### config.mk
export PLATFORM = sky130hd
export DESIGN_NAME = uart_to_ram
export DESIGN_NICKNAME = d
export VERILOG_FILES = /design/src/rtl/uart_to_ram_pkg.sv /design/src/rtl/uart_rx_driver.sv /design/src/rtl/uart_to_ram.sv
export SDC_FILE = /design/constraint.sdc
export NUM_CORES = 1
export LEC_CHECK = 0
export CORE_AREA = 2 2 75 77
export CTS_CLUSTER_DIAMETER = 30
export DETAILED_ROUTE_END_ITERATION = 10
export DIE_AREA = 0 0 77 79
export PLACE_DENSITY = 0.77
export SETUP_SLACK_MARGIN = 0.02
export SLEW_MARGIN = 20
export SYNTH_ARGS = -nofsm -noshare
export SYNTH_HDL_FRONTEND = slang
export SYNTH_SLANG_ARGS = --single-unit
### constraint.sdc
create_clock -name clk -period 2.65 [get_ports clk]
set_clock_uncertainty 0.2 [all_clocks]
set_input_delay 0.6625 -clock clk [delete_from_list [all_inputs] [get_ports clk]]
set_output_delay 0.6625 -clock clk [all_outputs]
set_load 0.005 [all_outputs]
### src/rtl/uart_to_ram_pkg.sv
// Shared constants and types for the UART-to-packet-buffer receive path.
//   BYTE_LEN            width of one UART payload byte
//   PACKET_BUFFER_SIZE  packet buffer RAM depth in bytes
//   UART_CYCLES_PER_BIT clk cycles per UART bit (50 MHz / 115200 baud); the
//                       transmit-side uart_driver uses the same constant
// Types: word-level FSM states, bit-level receiver states, debug state struct.
package uart_to_ram_pkg;

  localparam int BYTE_LEN            = 8;
  localparam int PACKET_BUFFER_SIZE  = 256;
  localparam int UART_CYCLES_PER_BIT = 434;

  typedef enum logic {
    W_IDLE  = 1'b0,
    W_ARMED = 1'b1
  } word_state_e;

  // RX_PARITY is only ever entered when UART_RX_PARITY_EN is defined.
  typedef enum logic [2:0] {
    RX_WAIT_START = 3'd0,
    RX_START      = 3'd1,
    RX_DATA       = 3'd2,
    RX_PARITY     = 3'd3,
    RX_STOP       = 3'd4
  } rx_state_e;

  typedef struct packed {
    word_state_e word_state;
    rx_state_e   bit_state;
  } dbg_state_t;

endpackage

### src/rtl/uart_rx_driver.sv
// UART byte receiver: 2-flop synchroniser, start/data/(parity)/stop bit
// states and the bit-timing counters.
// Configuration macro: UART_RX_PARITY_EN (8E1 framing when defined, 8N1 otherwise).
// Ports:
//   clk        in   system clock
//   reset      in   synchronous, active-high
//   en         in   receiver runs only while high; low holds it in RX_WAIT_START
//   rxd        in   raw asynchronous UART line (idle high)
//   data       out  last good byte, valid while outclk is high
//   outclk     out  one-cycle pulse, the cycle after a good stop sample
//   frame_err  out  one-cycle pulse, the cycle after a bad stop sample / parity
//   dbg_state  out  current bit-level state
module uart_rx_driver
  import uart_to_ram_pkg::*;
#(
  parameter int CYCLES_PER_BIT = UART_CYCLES_PER_BIT
) (
  input  logic                clk,
  input  logic                reset,
  input  logic                en,
  input  logic                rxd,
  output logic [BYTE_LEN-1:0] data,
  output logic                outclk,
  output logic                frame_err,
  output rx_state_e           dbg_state
);

  localparam int CW = $clog2(CYCLES_PER_BIT);

  logic          sync1_q, sync2_q, prev_q;
  rx_state_e     state_q, state_d;
  logic [CW-1:0] cnt_q, cnt_d;
  logic [2:0]    bit_q, bit_d;
  logic [BYTE_LEN-1:0] shreg_q, shreg_d;
  logic [BYTE_LEN-1:0] data_q, data_d;
  logic          par_err_q, par_err_d;
  logic          outclk_q, outclk_d;
  logic          ferr_q, ferr_d;

  logic fall, half_tick, last_tick;

  // prev_q trails the synchronised line by one cycle so a start edge is seen
  // in any state, including the cycle right after a stop sample.
  assign fall      = prev_q & ~sync2_q;
  assign half_tick = (cnt_q == CW'(CYCLES_PER_BIT / 2 - 1));
  assign last_tick = (cnt_q == CW'(CYCLES_PER_BIT - 1));

  always_ff @(posedge clk) begin
    if (reset) begin
      sync1_q   <= 1'b1;
      sync2_q   <= 1'b1;
      prev_q    <= 1'b1;
      state_q   <= RX_WAIT_START;
      cnt_q     <= '0;
      bit_q     <= '0;
      shreg_q   <= '0;
      data_q    <= '0;
      par_err_q <= 1'b0;
      outclk_q  <= 1'b0;
      ferr_q    <= 1'b0;
    end else begin
      sync1_q   <= rxd;
      sync2_q   <= sync1_q;
      prev_q    <= sync2_q;
      state_q   <= state_d;
      cnt_q     <= cnt_d;
      bit_q     <= bit_d;
      shreg_q   <= shreg_d;
      data_q    <= data_d;
      par_err_q <= par_err_d;
      outclk_q  <= outclk_d;
      ferr_q    <= ferr_d;
    end
  end

  always_comb begin
    state_d   = state_q;
    cnt_d     = cnt_q + 1'b1;
    bit_d     = bit_q;
    shreg_d   = shreg_q;
    data_d    = data_q;
    par_err_d = par_err_q;
    outclk_d  = 1'b0;
    ferr_d    = 1'b0;

    case (state_q)
      RX_WAIT_START: begin
        cnt_d     = '0;
        par_err_d = 1'b0;
        if (fall) state_d = RX_START;
      end
      RX_START: begin
        // Mid start bit: a line that is back high was a glitch.
        if (half_tick) begin
          cnt_d   = '0;
          bit_d   = '0;
          state_d = sync2_q ? RX_WAIT_START : RX_DATA;
        end
      end
      RX_DATA: begin
        if (last_tick) begin
          cnt_d   = '0;
          shreg_d = {sync2_q, shreg_q[BYTE_LEN-1:1]};
          bit_d   = bit_q + 1'b1;
          if (bit_q == 3'd7) begin
`ifdef UART_RX_PARITY_EN
            state_d = RX_PARITY;
`else
            state_d = RX_STOP;
`endif
          end
        end
      end
      RX_PARITY: begin
        // Even parity: the parity bit equals the XOR of the data bits.
        if (last_tick) begin
          cnt_d     = '0;
          par_err_d = (sync2_q != ^shreg_q);
          state_d   = RX_STOP;
        end
      end
      RX_STOP: begin
        if (last_tick) begin
          cnt_d   = '0;
          state_d = RX_WAIT_START;
          if (sync2_q && !par_err_q) begin
            data_d   = shreg_q;
            outclk_d = 1'b1;
          end else begin
            ferr_d = 1'b1;
          end
        end
      end
      default: state_d = RX_WAIT_START;
    endcase

    if (!en) begin
      state_d = RX_WAIT_START;
      cnt_d   = '0;
    end
  end

  assign data      = data_q;
  assign outclk    = outclk_q;
  assign frame_err = ferr_q;
  assign dbg_state = state_q;

endmodule

### src/rtl/uart_to_ram.sv
// Receives UART bytes and writes them sequentially into the packet buffer RAM
// from write_start up to (excluding) write_end, addresses wrapping modulo RAM_SIZE.
// Configuration macro: UART_RX_PARITY_EN (8E1 framing in uart_rx_driver).
// Ports:
//   clk, reset         system clock; synchronous active-high reset
//   rxd                raw UART line
//   start              one-cycle pulse arming a transfer (ignored while busy)
//   write_start        first address, sampled with an accepted start
//   write_end          one past last address, sampled with an accepted start
//   ram_write_enable   one-cycle write strobe
//   ram_write_addr     write address, valid with the strobe
//   ram_write_val      received byte, valid with the strobe
//   busy               high from accepted start until done
//   done               one-cycle pulse after the last write (or for an empty range)
//   frame_err          one-cycle pulse on a rejected frame
//   dbg_state          word and bit FSM states
// Handshake: start is a single-cycle request accepted only while busy is low;
// ram_write_enable is a single-cycle strobe with no back-pressure.
module uart_to_ram
  import uart_to_ram_pkg::*;
#(
  parameter  int RAM_SIZE       = PACKET_BUFFER_SIZE,
  parameter  int CYCLES_PER_BIT = UART_CYCLES_PER_BIT,
  localparam int AW             = $clog2(RAM_SIZE)
) (
  input  logic                clk,
  input  logic                reset,
  input  logic                rxd,
  input  logic                start,
  input  logic [AW-1:0]       write_start,
  input  logic [AW-1:0]       write_end,
  output logic                ram_write_enable,
  output logic [AW-1:0]       ram_write_addr,
  output logic [BYTE_LEN-1:0] ram_write_val,
  output logic                busy,
  output logic                done,
  output logic                frame_err,
  output dbg_state_t          dbg_state
);

  word_state_e   state_q, state_d;
  logic [AW-1:0] addr_q, addr_d;
  logic [AW-1:0] end_q, end_d;
  logic          done_q, done_d;

  logic [BYTE_LEN-1:0] rx_data;
  logic                rx_outclk, rx_ferr;
  rx_state_e           rx_state;
  logic                armed;
  logic [AW-1:0]       addr_inc;

  assign armed    = (state_q == W_ARMED);
  assign addr_inc = addr_q + 1'b1;

  uart_rx_driver #(
    .CYCLES_PER_BIT(CYCLES_PER_BIT)
  ) u_rx (
    .clk       (clk),
    .reset     (reset),
    .en        (armed),
    .rxd       (rxd),
    .data      (rx_data),
    .outclk    (rx_outclk),
    .frame_err (rx_ferr),
    .dbg_state (rx_state)
  );

  always_ff @(posedge clk) begin
    if (reset) begin
      state_q <= W_IDLE;
      addr_q  <= '0;
      end_q   <= '0;
      done_q  <= 1'b0;
    end else begin
      state_q <= state_d;
      addr_q  <= addr_d;
      end_q   <= end_d;
      done_q  <= done_d;
    end
  end

  always_comb begin
    state_d = state_q;
    addr_d  = addr_q;
    end_d   = end_q;
    done_d  = 1'b0;

    case (state_q)
      W_IDLE: begin
        if (start) begin
          addr_d = write_start;
          end_d  = write_end;
          // An empty range completes immediately without arming the receiver.
          if (write_start == write_end) done_d  = 1'b1;
          else                          state_d = W_ARMED;
        end
      end
      W_ARMED: begin
        if (rx_outclk) begin
          addr_d = addr_inc;
          // Only equality terminates, so ranges may wrap across address 0.
          if (addr_inc == end_q) begin
            done_d  = 1'b1;
            state_d = W_IDLE;
          end
        end
      end
      default: state_d = W_IDLE;
    endcase
  end

  assign ram_write_enable = armed & rx_outclk;
  assign ram_write_addr   = addr_q;
  assign ram_write_val    = rx_data;
  assign busy             = armed;
  assign done             = done_q;
  assign frame_err        = armed & rx_ferr;
  assign dbg_state        = '{word_state: state_q, bit_state: rx_state};

endmodule

==> impl_metrics.csv, run 1 <==
group,metric,value,unit
final_layout,syn2layout_area_growth,21.7,%
critical_path,crit_type,"register to output port",
floorplan,floorplan.rows,27,
route,drc,0,
sta,finalCriticalPeriod,2.35,ns
synth,synth_async_sr_flop_share,0,
final_layout,nets,391,
place,numPlacedInstances,430,
floorplan,floorplan.die.width,77,um
sta,final-setup-viol-count,0,
global_routing,grt_pass1_vias,2172,
sta,setup_repair_after_global_routing_missed_its_margin,"false",
floorplan,dieArea,6080,sq um
route,avgViaCountPerCell,5.40,
global_routing,grt.overflow.total,0,
sta,min_period_over_period,0.887,
power_and_ir_drop,leakage_power_summed_over_all_cells,0.00119,uW
route,via_count,2364,
clock_network,clock_insertion_delay_worst_skew,0.31,ns
synth,postSynthAreaPerCell,8.25,sq um
clock_network,worst_case_clock_buffer_depth,2,
route,route.antenna.remaining_nets,0,
synth,yosys.area.top_type,"sky130_fd_sc_hd__dfxtp_1",
synth,yosys_register_bits,55,
synth,cell_area_after_synthesis,2680,sq um
final_layout,diodes,0,
route,postRouteWirelength,5970,um
final_layout,filler_cell_count,524,
critical_path,critPathArrivalTime,1.49,ns
place,detailed_place_hpwl,4320,um
clock_network,numCtsBuffers,5,
synth,synth.cells.most_frequent,"sky130_fd_sc_hd__dfxtp_1 (55), sky130_fd_sc_hd__nor2_1 (43), sky130_fd_sc_hd__nand2_1 (39), sky130_fd_sc_hd__a21oi_1 (25), sky130_fd_sc_hd__xnor2_1 (16)",
synth,synth_most_common_cell,"sky130_fd_sc_hd__dfxtp_1",
sta,fmax,425,MHz
sta,max_slew_margin,0.705,
power_and_ir_drop,ir_drop,0.260,mV
job,max_cap_violations,0,
synth,count_of_yosys_warnings_during_synthesis,0,
synth,yosysUniqueCellTypes,49,
final_layout,fin_cells,438,
sta,fin_hold_ws,0.224,ns
synth,synth_ff_type,"sky130_fd_sc_hd__dfxtp_1",
floorplan,initial_core_utilization,0.503,
synth,synth_sequential_area_ratio,0.410,
clock_network,htree_num_levels,2,
final_layout,area.sequential,1100,sq um
synth,netlist_instances,325,
global_routing,grt_first_pass_wirelength,9950,um
global_routing,pin_count_of_the_biggest_net_entering_global_routing,41,
synth,netlist.area_leader.share,0.410,
clock_network,cts_hold_buffers,0,
synth,ys_top_cells_by_area,"sky130_fd_sc_hd__dfxtp_1 (41%), sky130_fd_sc_hd__nor2_1 (6.0%), sky130_fd_sc_hd__nand2_1 (5.5%), sky130_fd_sc_hd__xnor2_1 (5.2%), sky130_fd_sc_hd__xor2_1 (4.9%)",
clock_network,post_cts.resized_instances,0,
floorplan,design.portCount,44,
critical_path,timing.critical_path.required,1.79,ns
clock_network,cts_tree,"built",
place,gp_congestion,0.952,
clock_network,clock_transition_at_path_regs,0.09,ns
critical_path,cp-start-kind,"register",
clock_network,clock_sink_count,55,
power_and_ir_drop,power_per_cell_area,463,nW/um^2
place,port-buffer-count,43,
global_routing,track_usage,0.201,
clock_network,clockRootBuffer,"sky130_fd_sc_hd__clkbuf_8",
sta,number_of_max_slew_violations_in_the_final_report,0,
route,initialDrtViolationCount,96,
global_routing,number_of_antenna_violations_at_the_first_check_in_global_routing,0,
final_layout,final_layout_size_suffix_gt1_frac,0.0710,
sta,tns,0,ns
critical_path,worst_setup_path_end_kind,"output port",
floorplan,fp.coreArea,5340,sq um
floorplan,die_h,79,um
final_layout,footprint_of_the_multi_input_gates,1460,sq um
sta,final-hold-violation-count,0,
critical_path,worstPathMaxFanout,5,
run_status,status,"complete, no violations",
route,routedWlPerCell,13.6,um
synth,synth.net_count,351,
synth,synth_enable_flop_cells,0,
route,detail_route.first_pass.iterations,4,
clock_network,cts_post_setup_buffers_inserted,0,
sta,worst-slew-pin-transition,0.439,ns
min_path,hold_path_class,"register to register",
## critical path: stages (launching register included)
cell,delay (ns)
sky130_fd_sc_hd__dfxtp_1,0.42
sky130_fd_sc_hd__nand2_1,0.17
sky130_fd_sc_hd__clkinv_1,0.09
sky130_fd_sc_hd__clkdlybuf4s50_1,0.50
## final cells by class
class                      count  share of cell area
sequential                    55               0.337
timing repair buffer          51               0.150
clock inverter                 3             0.00460
inverter                      10              0.0115
clock buffer                   5              0.0211
multi-input combinational    242               0.448
tap                           72              0.0276
## kinds of logic (layout without fill, tap and decap cells)
logic type      after synthesis  in the layout  synth area share
compound gates               64             64             0.149
xor+xnor                     31             31             0.101
fa+ha+maj                     6              6            0.0280
buf+inv                      28             69            0.0448
flops                        55             55             0.410
mux                           9              9            0.0336
simple gates                132            132             0.233
## routing by layer
layer / track usage / routed length [um] / up-vias
li1: - / - / 1201
met1: 0.243 / 2650 / 1076
met2: 0.345 / 2870 / 68
met3: 0.0364 / 308 / 19
met4: 0.104 / 138 / 0
met5: 0 / 0 / -
## sequential cells by signal (all words and copies together), names as in the netlist, 3 cells and up
register        count
u_rx.bit_q          3
u_rx.cnt_q          9
ram_write_addr      8
end_q               8
u_rx.shreg_q        8
u_rx.dbg_state      3
u_rx.data           8
## final timing paths
check	slack [ns]	startpoint	to	depth (start not counted)
setup / recovery	0.30	u_rx.outclk	ram_write_enable	3
hold / removal	0.22	u_rx.sync1_q	u_rx.sync2_q	1
setup reg to reg	0.44	ram_write_addr[0]	busy	7
hold reg to reg	0.22	u_rx.sync1_q	u_rx.sync2_q	1
## through the flow
| stage | cell area (sq um) | setup WS [ns] | util | power [uW] |
|---|---|---|---|---|
| floorplan | 2680 | 0.774 | - | 991 |
| global placement | 3180 | 0.340 | 0.596 | 1080 |
| detailed placement | 3180 | 0.300 | 0.596 | 1080 |
| CTS | 3260 | 0.300 | 0.612 | 1530 |
| global route | 3260 | 0.247 | 0.612 | 1590 |
| finish | 3260 | 0.299 | 0.612 | 1510 |
## layout by cell type, fill, tap and decap left out, types with 8 or more instances in the layout
master / count
sky130_fd_sc_hd__nand2_1: 39
sky130_fd_sc_hd__o21ai_0: 13
sky130_fd_sc_hd__xor2_1: 15
sky130_fd_sc_hd__a21oi_1: 25
sky130_fd_sc_hd__buf_4: 8
sky130_fd_sc_hd__nand3_1: 8
sky130_fd_sc_hd__nor3_1: 10
sky130_fd_sc_hd__inv_1: 9
sky130_fd_sc_hd__mux2i_1: 9
sky130_fd_sc_hd__dfxtp_1: 55
sky130_fd_sc_hd__xnor2_1: 16
sky130_fd_sc_hd__nor2_1: 43
sky130_fd_sc_hd__clkdlybuf4s50_1: 43
## power breakdown
part           switching (uW)  internal (uW)  leakage, uW
Clock                     267            182    0.0000477
Combinational            90.7            101     0.000699
Sequential               24.4            847     0.000447
Power figures use the tool's default switching activity.
==> run 2: changes to the inputs <==
--- a/config.mk
+++ b/config.mk
@@ -5,10 +5,12 @@
 export SDC_FILE = /design/constraint.sdc
 export NUM_CORES = 1
 export LEC_CHECK = 0
-export CORE_AREA = 2 2 75 77
+export ABC_CLOCK_PERIOD_IN_PS = 2650
+export CORE_AREA = 10 10 83 85
 export CTS_CLUSTER_DIAMETER = 30
+export CTS_CLUSTER_SIZE = 40
 export DETAILED_ROUTE_END_ITERATION = 10
-export DIE_AREA = 0 0 77 79
+export DIE_AREA = 0 0 93 95
 export PLACE_DENSITY = 0.77
 export SETUP_SLACK_MARGIN = 0.02
 export SLEW_MARGIN = 20
==> impl_metrics.csv, run 2 (synthesis gave the netlist of run 1 again) <==
group,metric,value,unit
clock_network,cts_tree,"built",
sta,tns,0,ns
route,postRouteWirelength,6190,um
clock_network,htree_num_levels,2,
critical_path,cp-start-kind,"register",
job,max_cap_violations,0,
place,dp_slack,0.315,ns
clock_network,worst_case_clock_buffer_depth,2,
final_layout,footprint_of_the_multi_input_gates,1460,sq um
place,numPlacedInstances,431,
global_routing,grt_first_pass_wirelength,10600,um
clock_network,clockRootBuffer,"sky130_fd_sc_hd__clkbuf_8",
power_and_ir_drop,power_per_cell_area,463,nW/um^2
critical_path,crit_type,"register to output port",
sta,max_slew_margin,0.729,
clock_network,cts_post_setup_buffers_inserted,0,
final_layout,area.sequential,1100,sq um
clock_network,clock_transition_at_path_regs,0.10,ns
sta,min_period_over_period,0.896,
run_status,status,"complete, no violations",
global_routing,pin_count_of_the_biggest_net_entering_global_routing,41,
global_routing,number_of_antenna_violations_at_the_first_check_in_global_routing,0,
floorplan,fp.coreArea,5340,sq um
floorplan,die_h,95,um
route,routedWlPerCell,14.1,um
power_and_ir_drop,leakage_power_summed_over_all_cells,0.00119,uW
global_routing,grt_pass1_vias,2289,
final_layout,fin_cells,439,
sta,layout_setup_ws,0.275,ns
sta,setup_repair_after_global_routing_missed_its_margin,"false",
global_routing,grt.overflow.total,0,
final_layout,syn2layout_area_growth,22.0,%
critical_path,timing.critical_path.required,1.79,ns
sta,number_of_max_slew_violations_in_the_final_report,0,
critical_path,worstPathMaxFanout,9,
global_routing,track_usage,0.142,
clock_network,cts_hold_buffers,0,
final_layout,layout_commonest_cell,"sky130_fd_sc_hd__dfxtp_1",
min_path,hold_path_class,"register to register",
final_layout,layout.core_utilization,0.613,
route,route.antenna.remaining_nets,0,
place,gp_congestion,0.914,
sta,fin_hold_ws,0.239,ns
place,detailed_place_hpwl,4740,um
sta,finalCriticalPeriod,2.37,ns
route,detail_route.first_pass.iterations,4,
final_layout,largest_reg_flops,9,
place,port-buffer-count,43,
route,initialDrtViolationCount,97,
clock_network,clock_sink_count,55,
power_and_ir_drop,ir_drop,0.310,mV
sta,final-hold-violation-count,0,
final_layout,final_layout_size_suffix_gt1_frac,0.0708,
route,drc,0,
critical_path,worst_setup_path_end_kind,"output port",
sta,fmax,421,MHz
clock_network,clock_insertion_delay_worst_skew,0.30,ns
route,via_count,2353,
route,avgViaCountPerCell,5.36,
floorplan,floorplan.rows,27,
final_layout,diodes,0,
final_layout,filler_cell_count,499,
floorplan,design.portCount,44,
sta,worst-slew-pin-transition,0.403,ns
final_layout,layout.cells.most_common_list,"sky130_fd_sc_hd__dfxtp_1 (55), sky130_fd_sc_hd__nor2_1 (43), sky130_fd_sc_hd__clkdlybuf4s50_1 (43), sky130_fd_sc_hd__nand2_1 (39), sky130_fd_sc_hd__a21oi_1 (25)",
floorplan,floorplan.die.width,93,um
final_layout,regMostFlops,"u_rx.cnt_q",
sta,final-setup-viol-count,0,
clock_network,post_cts.resized_instances,0,
clock_network,numCtsBuffers,5,
final_layout,nets,392,
critical_path,critPathArrivalTime,1.51,ns
floorplan,initial_core_utilization,0.503,
floorplan,dieArea,8840,sq um
-- run 2: cell type report --
| class | count | share of cell area |
|---|---|---|
| multi-input cells | 242 | 0.446 |
| clock buffers | 6 | 0.0222 |
| flip-flops and latches | 55 | 0.336 |
| well taps | 72 | 0.0275 |
| inverters | 10 | 0.0115 |
| clock inverters | 2 | 0.00382 |
| repair buffers | 52 | 0.152 |
-- run 2: layer usage --
metal	share of wire	GRT usage
met5	0	0
met4	0.0082	0.0334
met3	0.041	0.0333
met1	0.45	0.169
met2	0.50	0.252
-- run 2: worst paths after layout --
check        depth (start not counted)  slack [ns]         startpoint      endpoint
max                                  3        0.28               busy     frame_err
min                                  1        0.24       u_rx.sync1_q  u_rx.sync2_q
max reg2reg                          7        0.51  ram_write_addr[0]          busy
min reg2reg                          1        0.24       u_rx.sync1_q  u_rx.sync2_q
-- run 2: per-stage QoR --
stage	total power (uW)	instance area, sq um
6_report	1510	3270
5_1_grt	1590	3270
4_1_cts	1530	3270
3_5_place_dp	1090	3190
3_3_place_gp	1080	3190
2_1_floorplan	991	2680
-- run 2: critical path, stage by stage (launching register included) --
cell and delay, ns:
sky130_fd_sc_hd__dfxtp_1 0.38, sky130_fd_sc_hd__buf_4 0.18, sky130_fd_sc_hd__and2_1 0.14, sky130_fd_sc_hd__clkdlybuf4s50_1 0.51
-- run 2: power by group --
part           internal (uW)  switching (uW)  total [uW]  leakage, uW
clock network            185             263         448    0.0000412
logic                    102            92.0         194     0.000704
registers                847            24.2         872     0.000447
==> run 3: changes to the inputs <==
--- a/config.mk
+++ b/config.mk
@@ -5,13 +5,14 @@
 export SDC_FILE = /design/constraint.sdc
 export NUM_CORES = 1
 export LEC_CHECK = 0
+export ABC_AREA = 1
 export ABC_CLOCK_PERIOD_IN_PS = 2650
-export CORE_AREA = 10 10 83 85
+export CORE_AREA = 10 10 105 69
 export CTS_CLUSTER_DIAMETER = 30
 export CTS_CLUSTER_SIZE = 40
 export DETAILED_ROUTE_END_ITERATION = 10
-export DIE_AREA = 0 0 93 95
-export PLACE_DENSITY = 0.77
+export DIE_AREA = 0 0 115 79
+export PLACE_DENSITY = 0.78
 export SETUP_SLACK_MARGIN = 0.02
 export SLEW_MARGIN = 20
 export SYNTH_ARGS = -nofsm -noshare
==> impl_metrics.csv, run 3 <==
group,metric,value,unit
sta,final-hold-violation-count,0,
synth,count_of_yosys_warnings_during_synthesis,0,
sta,min_period_over_period,0.872,
critical_path,worst_setup_path_end_kind,"output port",
synth,netlist.area_leader.share,0.399,
sta,finalCriticalPeriod,2.31,ns
global_routing,number_of_antenna_violations_at_the_first_check_in_global_routing,0,
synth,ys_top_cells_by_area,"sky130_fd_sc_hd__dfxtp_1 (40%), sky130_fd_sc_hd__nand2_1 (8.8%), sky130_fd_sc_hd__nor2_1 (8.8%), sky130_fd_sc_hd__o21ai_0 (6.3%), sky130_fd_sc_hd__inv_1 (6.0%)",
run_status,status,"complete, no violations",
sta,setup_repair_after_global_routing_missed_its_margin,"false",
synth,synth.net_count,421,
global_routing,grt_pass1_vias,2413,
power_and_ir_drop,switchingPower,421,uW
floorplan,die_h,79,um
clock_network,cts_post_setup_buffers_inserted,0,
clock_network,worst_case_clock_buffer_depth,2,
final_layout,nets,466,
synth,synth_sequential_area_ratio,0.399,
clock_network,clock_transition_at_path_regs,0.09,ns
sta,final-setup-viol-count,0,
floorplan,design.portCount,44,
clock_network,htree_num_levels,2,
synth,netlist_instances,395,
synth,synth_async_sr_flop_share,0,
final_layout,layout.core_utilization,0.622,
sta,number_of_max_slew_violations_in_the_final_report,0,
min_path,hold_path_class,"register to register",
clock_network,clock_sink_count,55,
final_layout,largest_reg_flops,9,
power_and_ir_drop,pwr-share-clk,0.307,
clock_network,cts_tree,"built",
power_and_ir_drop,switching_share,0.264,
global_routing,grt.overflow.total,0,
critical_path,critical-path-slowest-cell,"sky130_fd_sc_hd__clkdlybuf4s50_1",
floorplan,fp.coreArea,5410,sq um
synth,yosys_register_bits,55,
job,max_cap_violations,0,
power_and_ir_drop,intPower,1170,uW
synth,synth_enable_flop_cells,0,
global_routing,grt_first_pass_wirelength,11700,um
floorplan,floorplan.die.width,115,um
critical_path,cp_cell_sequence,"nand2_1 > inv_1 > clkdlybuf4s50_1",
critical_path,worstPathMaxFanout,6,
critical_path,critPathArrivalTime,1.45,ns
route,avgViaCountPerCell,5.23,
power_and_ir_drop,ir_drop,0.226,mV
floorplan,floorplan.rows,21,
final_layout,final_layout_size_suffix_gt1_frac,0.0726,
final_layout,layout.cells.most_common_list,"sky130_fd_sc_hd__nand2_1 (65), sky130_fd_sc_hd__nor2_1 (65), sky130_fd_sc_hd__dfxtp_1 (55), sky130_fd_sc_hd__inv_1 (44), sky130_fd_sc_hd__clkdlybuf4s50_1 (43)",
critical_path,setup.reg_to_reg.worst_slack,0.60,ns
floorplan,initial_core_utilization,0.510,
route,postRouteWirelength,7070,um
clock_network,post_cts.resized_instances,0,
sta,worst-slew-pin-transition,0.413,ns
sta,max_slew_margin,0.724,
place,dp_slack,0.338,ns
clock_network,cts_hold_buffers,0,
power_and_ir_drop,leakage_power_summed_over_all_cells,0.00142,uW
route,via_count,2666,
floorplan,dieArea,9090,sq um
global_routing,pin_count_of_the_biggest_net_entering_global_routing,29,
synth,postSynthAreaPerCell,6.99,sq um
synth,synth_ff_type,"sky130_fd_sc_hd__dfxtp_1",
synth,yosys.area.top_type,"sky130_fd_sc_hd__dfxtp_1",
power_and_ir_drop,share_comb_of_total_power,0.141,
sta,fmax,433,MHz
power_and_ir_drop,power_per_cell_area,474,nW/um^2
route,routedWlPerCell,13.9,um
sta,layout_setup_ws,0.338,ns
route,drc,0,
route,initialDrtViolationCount,125,
final_layout,diodes,0,
power_and_ir_drop,sequentialPowerShare,0.552,
place,gp_congestion,0.897,
synth,cell_area_after_synthesis,2760,sq um
clock_network,clockRootBuffer,"sky130_fd_sc_hd__clkbuf_8",
clock_network,numCtsBuffers,5,
route,detail_route.first_pass.iterations,4,
route,route.antenna.remaining_nets,0,
critical_path,cp-start-kind,"register",
synth,synth.cells.most_frequent,"sky130_fd_sc_hd__nand2_1 (65), sky130_fd_sc_hd__nor2_1 (65), sky130_fd_sc_hd__dfxtp_1 (55), sky130_fd_sc_hd__inv_1 (44), sky130_fd_sc_hd__o21ai_0 (35)",
final_layout,regMostFlops,"u_rx.cnt_q",
final_layout,syn2layout_area_growth,21.9,%
clock_network,clock_insertion_delay_worst_skew,0.31,ns
critical_path,crit_type,"register to output port",
global_routing,track_usage,0.155,
synth,yosysUniqueCellTypes,37,
sta,tns,0,ns
critical_path,timing.critical_path.required,1.79,ns
place,detailed_place_hpwl,5420,um
critical_path,critical_path.max_stage_delay,0.55,ns
place,port-buffer-count,43,
==> run 3: cell count changes in the layout (fill, tap and decap cells not counted), sizes merged, moves of 21 or more <==
cell	delta
inv	+41
nor2	+26
nand3	+21
nand2	+27
o21ai	+28
==> run 3: critical path, delay by kind of cell, from the launching register on <==
kind / cells / cell delay (ns)
buffers and inverters: 2 / 0.72
AND/OR/NAND/NOR: 1 / 0.06
flip-flops: 1 / 0.36
==> run 3: final timing paths <==
check / end / startpoint / cells past startpoint
setup / recovery: ram_write_enable / u_rx.outclk / 3
hold / removal: u_rx.sync2_q / u_rx.sync1_q / 1
setup reg to reg: busy / ram_write_addr[0] / 10
hold reg to reg: u_rx.sync2_q / u_rx.sync1_q / 1
==> run 3: per-layer routing <==
metal	part of all wire	GRT usage
met1	0.47	0.214
met5	0	0
met2	0.42	0.230
met3	0.10	0.0420
met4	0.010	0.0431
==> run 3: stage by stage <==
step	cells	total power, uW	cell area [sq um]	hold WS [ns]
after floorplan	395	1020	2760	0.189
after global placement	502	1120	3270	0.193
after detailed placement	502	1120	3270	0.208
after CTS	510	1590	3370	0.227
after global routing	510	1660	3370	0.248
final	510	1590	3370	0.221
==> run 3: area by class of cell <==
cell class	count	area (sq um)
Clock buffer	7	86.3
Clock inverter	1	8.76
Fill cell	513	2050
Inverter	50	188
Multi-Input combinational cell	280	1430
Sequential cell	55	1100
Tap cell	69	86.3
Timing Repair Buffer	48	468
==> run 3: power groups by stage <==
stage | Combinational (uW) | Clock (uW) | Sequential, uW
6_report | 225 | 490 | 879
5_1_grt | 248 | 530 | 884
4_1_cts | 223 | 490 | 879
3_5_place_dp | 220 | 0 | 898
3_3_place_gp | 218 | 0 | 897
2_1_floorplan | 127 | 0 | 891
==> run 3: cells by family after synthesis <==
| family | count (synthesis) | synth area share |
|---|---|---|
| compound gates | 72 | 0.140 |
| buf+inv | 60 | 0.0843 |
| flops | 55 | 0.399 |
| fa+ha+maj | 6 | 0.0272 |
| xor+xnor | 18 | 0.0571 |
| simple gates | 184 | 0.292 |
